$ cat config.mk
export PLATFORM = sky130hd
export DESIGN_NAME = attack_phase_sequencer
export DESIGN_NICKNAME = d
export VERILOG_FILES = /design/src/rtl/attack_phase_sequencer.sv
export SDC_FILE = /design/constraint.sdc
export NUM_CORES = 1
export LEC_CHECK = 0
export CORE_MARGIN = 2
export CORE_UTILIZATION = 50
export DETAILED_ROUTE_END_ITERATION = 8
export GPL_ROUTABILITY_DRIVEN = 0
export GPL_TIMING_DRIVEN = 0
export PLACE_DENSITY = 0.88
export SYNTH_ARGS = -nofsm -noshare
export SYNTH_HDL_FRONTEND = slang
export SYNTH_SLANG_ARGS = --single-unit
$ cat constraint.sdc
create_clock -name clk -period 5.5 [get_ports clk]
set_input_delay 0.55 -clock clk [delete_from_list [all_inputs] [get_ports clk]]
set_output_delay 0.55 -clock clk [all_outputs]
set_load 0.02 [all_outputs]
$ cat src/rtl/attack_phase_sequencer.sv
// Per-player attack controller: runs STARTUP/ACTIVE/RECOVERY on an external duration counter,
// with hit-stun preemption, special cancel out of ACTIVE and a one-deep request buffer in RECOVERY.
module attack_phase_sequencer #(
   parameter int         WIDTH        = 5,
   parameter logic [1:0] SPECIAL_TYPE = 2'd2
) (
   input  logic             clk,
   input  logic             nRst,
   input  logic             i_attack_req,
   input  logic [1:0]       i_attack_type,
   input  logic [WIDTH-1:0] i_su_limit,
   input  logic [WIDTH-1:0] i_act_limit,
   input  logic [WIDTH-1:0] i_rec_limit,
   input  logic             i_hit,
   input  logic [WIDTH-1:0] i_stun_limit,
   input  logic             i_cnt_done,
   output logic             o_cnt_enable,
   output logic             o_cnt_stop,
   output logic [WIDTH-1:0] o_cnt_limit,
   output logic [2:0]       o_state,
   output logic [1:0]       o_attack_type,
   output logic             o_accept,
   output logic             o_hitbox_en,
   output logic             o_can_move,
   output logic             o_buf_valid
);
   typedef enum logic [2:0] {
      S_IDLE     = 3'd0,
      S_STARTUP  = 3'd1,
      S_ACTIVE   = 3'd2,
      S_RECOVERY = 3'd3,
      S_STUN     = 3'd4
   } state_t;

   state_t           state_q, state_d;
   logic [WIDTH-1:0] limit_q, limit_d;
   logic [1:0]       type_q, type_d;
   logic [WIDTH-1:0] su_q, su_d, act_q, act_d, rec_q, rec_d;
   logic             buf_vld_q, buf_vld_d;
   logic [1:0]       buf_type_q, buf_type_d;
   logic [WIDTH-1:0] buf_su_q, buf_su_d, buf_act_q, buf_act_d, buf_rec_q, buf_rec_d;
   logic             stop_q, enable_q, accept_q, hitbox_q, move_q;
   logic             go, load_new, load_buf, done_ok, cancel;

   function automatic logic [WIDTH-1:0] clamp(input logic [WIDTH-1:0] v);
      return (v == '0) ? WIDTH'(1) : v;
   endfunction

   // A done arriving during the clear cycle belongs to the previous phase.
   assign done_ok = i_cnt_done && !stop_q && (state_q != S_IDLE);
   assign cancel  = i_attack_req && (i_attack_type == SPECIAL_TYPE) && (type_q != SPECIAL_TYPE);

   always_comb begin
      state_d    = state_q;
      limit_d    = limit_q;
      type_d     = type_q;
      su_d       = su_q;
      act_d      = act_q;
      rec_d      = rec_q;
      buf_vld_d  = buf_vld_q;
      buf_type_d = buf_type_q;
      buf_su_d   = buf_su_q;
      buf_act_d  = buf_act_q;
      buf_rec_d  = buf_rec_q;
      go         = 1'b0;
      load_new   = 1'b0;
      load_buf   = 1'b0;
      if (i_hit) begin
         state_d   = S_STUN;
         limit_d   = clamp(i_stun_limit);
         buf_vld_d = 1'b0;
         go        = 1'b1;
      end else begin
         case (state_q)
            S_IDLE: load_new = i_attack_req;
            S_STARTUP: if (done_ok) begin
               state_d = S_ACTIVE;
               limit_d = act_q;
               go      = 1'b1;
            end
            S_ACTIVE: begin
               if (cancel) begin
                  load_new = 1'b1;
               end else if (done_ok) begin
                  state_d = S_RECOVERY;
                  limit_d = rec_q;
                  go      = 1'b1;
               end
            end
            S_RECOVERY: begin
               if (done_ok) begin
                  if (buf_vld_q) begin
                     load_buf  = 1'b1;
                     buf_vld_d = 1'b0;
                  end else begin
                     state_d = S_IDLE;
                     limit_d = '0;
                     go      = 1'b1;
                  end
               end else if (i_attack_req && !buf_vld_q) begin
                  buf_vld_d  = 1'b1;
                  buf_type_d = i_attack_type;
                  buf_su_d   = i_su_limit;
                  buf_act_d  = i_act_limit;
                  buf_rec_d  = i_rec_limit;
               end
            end
            S_STUN: if (done_ok) begin
               state_d = S_IDLE;
               limit_d = '0;
               go      = 1'b1;
            end
            default: begin
               state_d = S_IDLE;
               limit_d = '0;
               go      = 1'b1;
            end
         endcase
      end
      if (load_new || load_buf) begin
         state_d = S_STARTUP;
         go      = 1'b1;
         type_d  = load_buf ? buf_type_q : i_attack_type;
         su_d    = clamp(load_buf ? buf_su_q  : i_su_limit);
         act_d   = clamp(load_buf ? buf_act_q : i_act_limit);
         rec_d   = clamp(load_buf ? buf_rec_q : i_rec_limit);
         limit_d = su_d;
      end
   end

   always_ff @(posedge clk or negedge nRst) begin
      if (!nRst) begin
         state_q    <= S_IDLE;
         limit_q    <= '0;
         type_q     <= '0;
         su_q       <= '0;
         act_q      <= '0;
         rec_q      <= '0;
         buf_vld_q  <= 1'b0;
         buf_type_q <= '0;
         buf_su_q   <= '0;
         buf_act_q  <= '0;
         buf_rec_q  <= '0;
         stop_q     <= 1'b0;
         enable_q   <= 1'b0;
         accept_q   <= 1'b0;
         hitbox_q   <= 1'b0;
         move_q     <= 1'b1;
      end else begin
         state_q    <= state_d;
         limit_q    <= limit_d;
         type_q     <= type_d;
         su_q       <= su_d;
         act_q      <= act_d;
         rec_q      <= rec_d;
         buf_vld_q  <= buf_vld_d;
         buf_type_q <= buf_type_d;
         buf_su_q   <= buf_su_d;
         buf_act_q  <= buf_act_d;
         buf_rec_q  <= buf_rec_d;
         stop_q     <= go;
         enable_q   <= (state_d != S_IDLE);
         accept_q   <= load_new || load_buf;
         hitbox_q   <= (state_d == S_ACTIVE);
         move_q     <= (state_d == S_IDLE);
      end
   end

   assign o_cnt_enable  = enable_q;
   assign o_cnt_stop    = stop_q;
   assign o_cnt_limit   = limit_q;
   assign o_state       = state_q;
   assign o_attack_type = type_q;
   assign o_accept      = accept_q;
   assign o_hitbox_en   = hitbox_q;
   assign o_can_move    = move_q;
   assign o_buf_valid   = buf_vld_q;
endmodule

Word-level counts from Yosys, hierarchy flattened. Index checks and enable logic that the tools add are counted.

Equal/unequal tests: 14. Muxes and demuxes: 44. Bitwise gates (word level): 2. Reduce and logical (&&, ||, !) cells: 22.

Operator list (count): $mux 5 (15); $pmux 5 s5 (1); $mux 3 (8); $ne 4x4->1 const B (6); $logic_not 5->1 (4); $mux 1 (16); $pmux 3 s5 (1); $eq 3x2->1 const B (3); $reduce_bool 3->1 (3); $reduce_and 7->1 (1); $logic_not 3->1 (2); $logic_and 1x1->1 (5); $pmux 1 s4 (1); $reduce_and 4->1 (1); $eq 3x1->1 const B (1); $eq 3x3->1 const B (1); $ne 3x3->1 const B (1); $eq 2x2->1 const B (1); $logic_not 1->1 (2); $mux 2 (1); $ne 2x2->1 const B (1); $not 1->1 (2); $pmux 1 s2 (1); $reduce_and 2->1 (1); 3 further kinds (3).

Bits in registers: 43. Input bits: 27.

Depth between registers and ports, before layout. Gate-level depths: netlist of run 1.

Word-level depth: 10. Depth in mapped cells: 8. Depth with buffers taken out: 5.

Least setup slack after synthesis of run 1. OpenSTA, ideal clock, no wires.

Path type: input to register. Start point: input i_hit. End point: register limit_q[0], in the netlist o_cnt_limit[0]. Library setup time: 0.125 ns. Arrival: 2.118 ns. Data required time: 5.375 ns. Setup slack: 3.258 ns. Stages: 7. Cells stage by stage: clkbuf_1 -> or4b_1 -> buf_2 -> o31a_1 -> buf_6 -> mux2_4 -> mux2_2.

Cells in the longest elaborated chain, start to end: 5. Elaborated cells on any way between the ends: 16. Those cells by class: eq/ne: 7; mux: 6; reduce/logical: 3.

Ends and longest elaborated chain: start, declared (line 14) `input logic i_hit,`; $mux 1 (line 68) `if (i_hit) begin`; $mux 5 (line 124) `su_d = clamp(load_buf ? buf_su_q : i_su_limit);`; $logic_not 5->1 (line 46) `return (v == '0) ? WIDTH'(1) : v;`; $mux 5 (line 46); $mux 5 (line 120) `if (load_new || load_buf) begin`; end signal, assigned (line 151) `limit_q <= limit_d;`; end, declared (line 36) `logic [WIDTH-1:0] limit_q, limit_d;`.

Several ways; a longest one is shown, not always the timed one. A chain may end at the register's enable or synchronous reset.

Final worst setup path of run 1.
Start point: input i_cnt_done. End point: register buf_type_q[0].

Cells in the longest elaborated chain, start to end: 4.

Ends and longest elaborated chain: start, declared (line 16) `input logic i_cnt_done,`; $logic_and 1x1->1 (2 in series) (line 50) `assign done_ok = i_cnt_done && !stop_q && (state_q != S_IDLE);`; $not 1->1 (no line); $reduce_and 4->1 (no line); end signal, assigned (line 157) `buf_type_q <= buf_type_d;`; end, declared (line 40) `logic [1:0] buf_type_q, buf_type_d;`.

No other way between the ends.

==> results_dict.tcl, run 1 <==
set metrics [dict create \
    outcome "completed" \
    seq_area_frac_synth 0.518 \
    layoutNonFillerInstCount 290 \
    setup_viol 0 \
    crit_type "input port to register" \
    core_ar_um2 4000 \
    tightest_slew_ns 0.919 \
    worst_setup_hold_path_clk_slew_ns 0.08 \
    fin_setup_tns_ns 0 \
    die_height_um 68.5 \
    layout.filler_cells 332 \
    post-route-period-util 0.482 \
    vdd_drop_max_v 0.000177 \
    async_reset_ff_frac 1.00 \
    grt_util_all_layers 0.214 \
    area_growth_syn_to_layout_pct 26.4 \
    worstSetupEndpointType "register" \
    fin_skew_ns 0.00750 \
    endpoints_failing_hold 0 \
    initial_core_util 0.520 \
    setup.worst_path.start_class "input port" \
    vias_per_cell 5.86 \
    yosys-mux-area-fraction 0.158 \
    worst_hold_path_type "input port to asynchronous set/reset pin" \
    synth.cell_area_um2 2080 \
    clock_latency_ns 0.30 \
    post_route_cells_drive_above_1_share 0.133 \
    die_width_um 68.5 \
    finalWorstPathRequiredPeriod_ns 2.65 \
    timing.final.max_slew_violations 0 \
    postCtsResizedCells 0 \
    num-nets-final 266 \
    post_drt_wl_per_cell_um 15.1 \
    dp.cells 282 \
    synth_compound_gate_area_share 0.142 \
    layout_commonest_cell "dfrtp_1" \
    grt_setup_unrepaired "false" \
    synth-adder-area-share 0 \
    critical_path.max_fanout 10 \
    cts_inserted_buffers 5 \
    most-common-layout-cells "dfrtp_1, clkdlybuf4s50_1, nand2_1, mux2_2, o21ai_0" \
    post_synth_simple_gate_area 0.150 \
    cts.htree.levels 2 \
    first_global_vias 1610 \
    drt-pass1-iter-count 4 \
    power_leakage_nw 1.23 \
    grt_max_degree 44 \
    post_synthesis_share_of_cell_area_spent_on_xor_and_xnor_gates 0 \
    post-cts-setup-buffer-count 0 \
    sink_count 43 \
    drv_cap 0 \
    worstPathRequired_ns 5.68 \
    max_slew_margin 0.388 \
    row_count 23 \
    ctsRootBufferMaster "clkbuf_8" \
    floorplan.io_pins 43 \
    yosys.cell_types.count 37 \
    post_synth_inst_count 191 \
    achievable-frequency_mhz 377 \
    yosys_warnings 0 \
    antenna_cells_inserted 0 \
    detailedPlacementHpwl_mm 3.23 \
    cell_area_power_density_nw_per_um2 264 \
    cts_hold_buf 0 \
    drc_violation_count_after_routing 0 \
    synth-edff-count 0 \
    synthesis.nets 218 \
    place.port_buffers 41 \
    worstPathArrival_ns 2.84 \
    vias 1698 \
    postSynthRegisterBits 43 \
    ff2ff_setup_slack_ns 3.17 \
    post_synth.cell_area_avg_um2 10.9 \
    cts_tree "built" \
    ant_nets 0 \
    initial_drt_markers 165 \
    drt_wl_total_mm 4.39 \
    grt_antenna_before_repair 0 \
    largest_family_of_logic_cells_by_synthesized_area "multiplexers" \
    grt_first_pass_wirelength_mm 7.27 \
    clock_tree.buffer_depth 2 \
    globalRoute.totalOverflow 0 \
    die-area_um2 4690 \
    yosys_most_used_dff "dfrtp_1" \
]
[kinds of logic (layout without fill, tap and decap cells)]
group | after synthesis | in the layout
AND/OR/NAND/NOR | 60 | 60
AO/OA/AOI/OAI | 43 | 43
flip-flops | 43 | 43
multiplexers | 30 | 30
buffers and inverters | 15 | 64
[where the power goes]
group	leakage (nW)	internal (mW)	switching [mW]
Combinational	0.627	0.0636	0.0645
Sequential	0.563	0.351	0.0224
Clock	0.0422	0.0891	0.104
Total	1.23	0.504	0.191
[final cells by class]
class	instances	area (um^2)	share of cell area
sequential	43	1080	0.410
buffer	10	47.5	0.0181
inverter	5	18.8	0.00714
clock buffer	7	76.3	0.0290
timing repair buffer	41	405	0.154
clock inverter	1	5.00	0.00190
multi-input combinational	133	936	0.356
tap	50	62.6	0.0238
[cell usage after synthesis, types with 4 or more instances]
| master | n | area [um^2] |
|---|---|---|
| mux2i_1 | 11 | 110 |
| nor4_1 | 7 | 43.8 |
| a22o_1 | 4 | 35.0 |
| dfrtp_1 | 42 | 1050 |
| a221o_1 | 4 | 40.0 |
| nor2_1 | 8 | 30.0 |
| o21ai_0 | 16 | 80.1 |
| nand2_1 | 19 | 71.3 |
| nor3_1 | 7 | 35.0 |
| clkbuf_1 | 7 | 26.3 |
| mux2_2 | 18 | 203 |
| a22oi_1 | 4 | 30.0 |
| inv_1 | 5 | 18.8 |
[metal layers]
layer	up-vias	GRT usage	wire length, um
met5	-	0	0
met4	0	0.0925	75
met3	12	0.0601	275
met2	74	0.346	2140
met1	806	0.267	1900
li1	806	-	-
[critical path, cell delays in order]
cell and delay, ns:
clkdlybuf4s50_1 0.47, nor2b_1 0.44, nor3_1 0.09, nand4_1 0.37
clkbuf_1 0.52, mux2_2 0.40
[sequential cells by signal, indices dropped and copies added, names as in the netlist]
register	cells
o_state	3
o_cnt_stop	1
buf_su_q	5
buf_act_q	5
o_accept	1
o_attack_type	2
buf_rec_q	5
o_hitbox_en	1
o_cnt_limit	5
buf_type_q	2
rec_q	5
act_q	5
o_buf_valid	1
o_cnt_enable	1
o_can_move	1
[through the flow]
stage	area [um^2]	total power, mW	setup WS, ns	hold slack (ns)	utilization
after floorplan	2080	0.439	3.26	0.254	-
after detailed placement	2550	0.509	2.57	0.482	0.637
after global routing	2630	0.731	2.68	0.465	0.657
after CTS	2630	0.701	2.86	0.414	0.657
after global placement	2550	0.505	2.62	0.470	0.638
final	2630	0.695	2.85	0.375	0.657
[worst paths after layout]
check	from	end	depth (start not counted)
min	nRst	buf_su_q[0]$_DFFE_PN0P_	1
min in group clk	act_q[0]$_DFFE_PN0P_	act_q[0]$_DFFE_PN0P_	2
max in group asynchronous	nRst	o_attack_type[1]$_DFFE_PN0P_	1
max	i_cnt_done	buf_type_q[0]$_DFFE_PN0P_	6
max reg2reg	o_state[2]$_DFF_PN0_	o_cnt_limit[0]$_DFFE_PN0P_	7
min reg2reg	act_q[0]$_DFFE_PN0P_	act_q[0]$_DFFE_PN0P_	2
No activity file was read; power rests on OpenSTA's default activity.
==> run 2, diff against run 1 <==
Settings changed: CORE_UTILIZATION 50 to 46, PLACE_DENSITY 0.88 to 0.86.
Clock period 5.5 ns to 2.2 ns, I/O delays scaled along.
==> run 2 against run 1 <==
  * Register-to-register slack lost 3.2 ns
  * Clock power rose to 2.6 times the previous value
  * Clock skew decreased by 0.0020 ns
  * Critical path type is now register to register
  * Highest routed layer unchanged
==> results_dict.tcl, run 2 (same netlist as run 1, synthesis figures left out) <==
set metrics [dict create \
    p_total_mw 1.78 \
    drv_cap 0 \
    outcome "completed" \
    grt_util_all_layers 0.197 \
    die-area_um2 5070 \
    grt_max_degree 26 \
    worst_setup_hold_path_clk_slew_ns 0.08 \
    place_area_um2 2580 \
    die_height_um 71.2 \
    worstPathRequired_ns 2.39 \
    critical_path.max_stage_delay_ns 0.48 \
    final_cell_area_um2 2720 \
    vdd_drop_max_v 0.000376 \
    drt_wl_total_mm 4.60 \
    endpoints_failing_hold 0 \
    holdWs_ns 0.407 \
    gr-usage-met1 0.255 \
    dp.cells 285 \
    grt_use_met2 0.311 \
    drt-pass1-iter-count 5 \
    worstPathCellList "nand2b_2 -> or4b_1 -> buf_4 -> o31a_1 -> buf_6 -> mux2_4 -> mux2_2" \
    setup_viol 0 \
    place.port_buffers 41 \
    ctsRootBufferMaster "clkbuf_8" \
    die_width_um 71.2 \
    tightest_slew_ns 0.565 \
    power_leakage_nw 1.28 \
    most-common-layout-cells "clkdlybuf4s50_1, dfrtp_1, nand2_1, mux2_2, o21ai_0" \
    timing.final.max_slew_violations 0 \
    fin_worst_setup_slack_ns 0.0121 \
    initial_core_util 0.478 \
    sink_count 43 \
    area_growth_syn_to_layout_pct 30.6 \
    row_count 24 \
    finalWorstPathRequiredPeriod_ns 2.19 \
    clock_tree.buffer_depth 2 \
    achievable-frequency_mhz 457 \
    first_global_vias 1652 \
    critical_path.max_fanout 10 \
    worstPathArrival_ns 2.38 \
    cts_inserted_buffers 5 \
    globalRouteMet3Util 0.0563 \
    antenna_cells_inserted 0 \
    fin_skew_ns 0.00546 \
    vias_per_cell 5.66 \
    grt_first_pass_wirelength_mm 7.73 \
    floorplan.io_pins 43 \
    num-nets-final 271 \
    vias 1676 \
    drc_violation_count_after_routing 0 \
    grt_antenna_before_repair 0 \
    timing.critical_path.buf_inv 2 \
    setup.worst_path.start_class "register" \
    post_drt_wl_per_cell_um 15.5 \
    post_route_cells_drive_above_1_share 0.184 \
    gr-max-usage-layer "met2" \
    fin_setup_tns_ns 0 \
    layoutNonFillerInstCount 296 \
    cts_tree "built" \
    initial_drt_markers 117 \
    clock_latency_ns 0.30 \
    post-route-period-util 0.995 \
    core_ar_um2 4350 \
    path_delay_family "simple AND/OR/NAND/NOR gates" \
    worst_path_max_delay_cell "or4b_1" \
    crit_type "register to register" \
    cts.htree.levels 2 \
    globalRoute.totalOverflow 0 \
    max_slew_margin 0.623 \
    worstSetupEndpointType "register" \
    final_util 0.624 \
    cell_area_power_density_nw_per_um2 656 \
    worst_hold_path_type "input port to asynchronous set/reset pin" \
    dpl_worst_slack_ns -0.397 \
    detailedPlacementHpwl_mm 3.43 \
    grt_setup_unrepaired "true" \
    layout_commonest_cell "clkdlybuf4s50_1" \
    ant_nets 0 \
]
[run 2: final cells by class]
cell class / count / area (um^2)
plain buffers: 10 / 52.6
clock buffers: 6 / 82.6
clock inverters: 1 / 5.00
fillers: 355 / 1640
inverters: 5 / 18.8
multi-input cells: 133 / 945
flip-flops and latches: 43 / 1080
well taps: 52 / 65.1
repair buffers: 46 / 465
[run 2: repair_timing]
| item | in CTS | in global routing |
|---|---|---|
| setup buffers | 2 | 1 |
| resized for setup | 4 | 4 |
| hold buffers | 1 | 0 |
| pin swaps | 0 | 1 |
| endpoints found under the hold margin | 17 | 0 |
| endpoints found under the setup margin | 15 | 17 |
| gates cloned | 0 | 0 |
[run 2: final timing paths]
path	from	endpoint	slack [ns]	depth (start not counted)
max	o_cnt_stop$_DFF_PN0_	o_cnt_limit[0]$_DFFE_PN0P_	0.01	7
min	nRst	rec_q[2]$_DFFE_PN0P_	0.41	2
max reg2reg	o_cnt_stop$_DFF_PN0_	o_cnt_limit[0]$_DFFE_PN0P_	0.01	7
min reg2reg	act_q[4]$_DFFE_PN0P_	act_q[4]$_DFFE_PN0P_	0.50	2
max in group asynchronous	nRst	o_buf_valid$_DFFE_PN0P_	1.31	3
min in group clk	act_q[4]$_DFFE_PN0P_	act_q[4]$_DFFE_PN0P_	0.50	2
[run 2: per-layer routing]
metal / routed length (um) / vias to the layer above / part of all wire
li1: - / 818 / -
met1: 2020 / 795 / 0.44
met2: 2220 / 56 / 0.48
met3: 294 / 7 / 0.064
met4: 60 / 0 / 0.013
met5: 0 / - / 0
[run 2: where the power goes]
| part | total, mW | internal, mW | switching, mW |
|---|---|---|---|
| Combinational | 0.337 | 0.169 | 0.168 |
| Clock | 0.505 | 0.246 | 0.259 |
| Sequential | 0.938 | 0.879 | 0.0593 |
| Total | 1.78 | 1.29 | 0.486 |
==> run 3, diff against run 2 <==
Settings changed: SLEW_MARGIN set to 5.
==> results of run 3 <==
Final layout, timing and power as in run 2 (identical DEF).
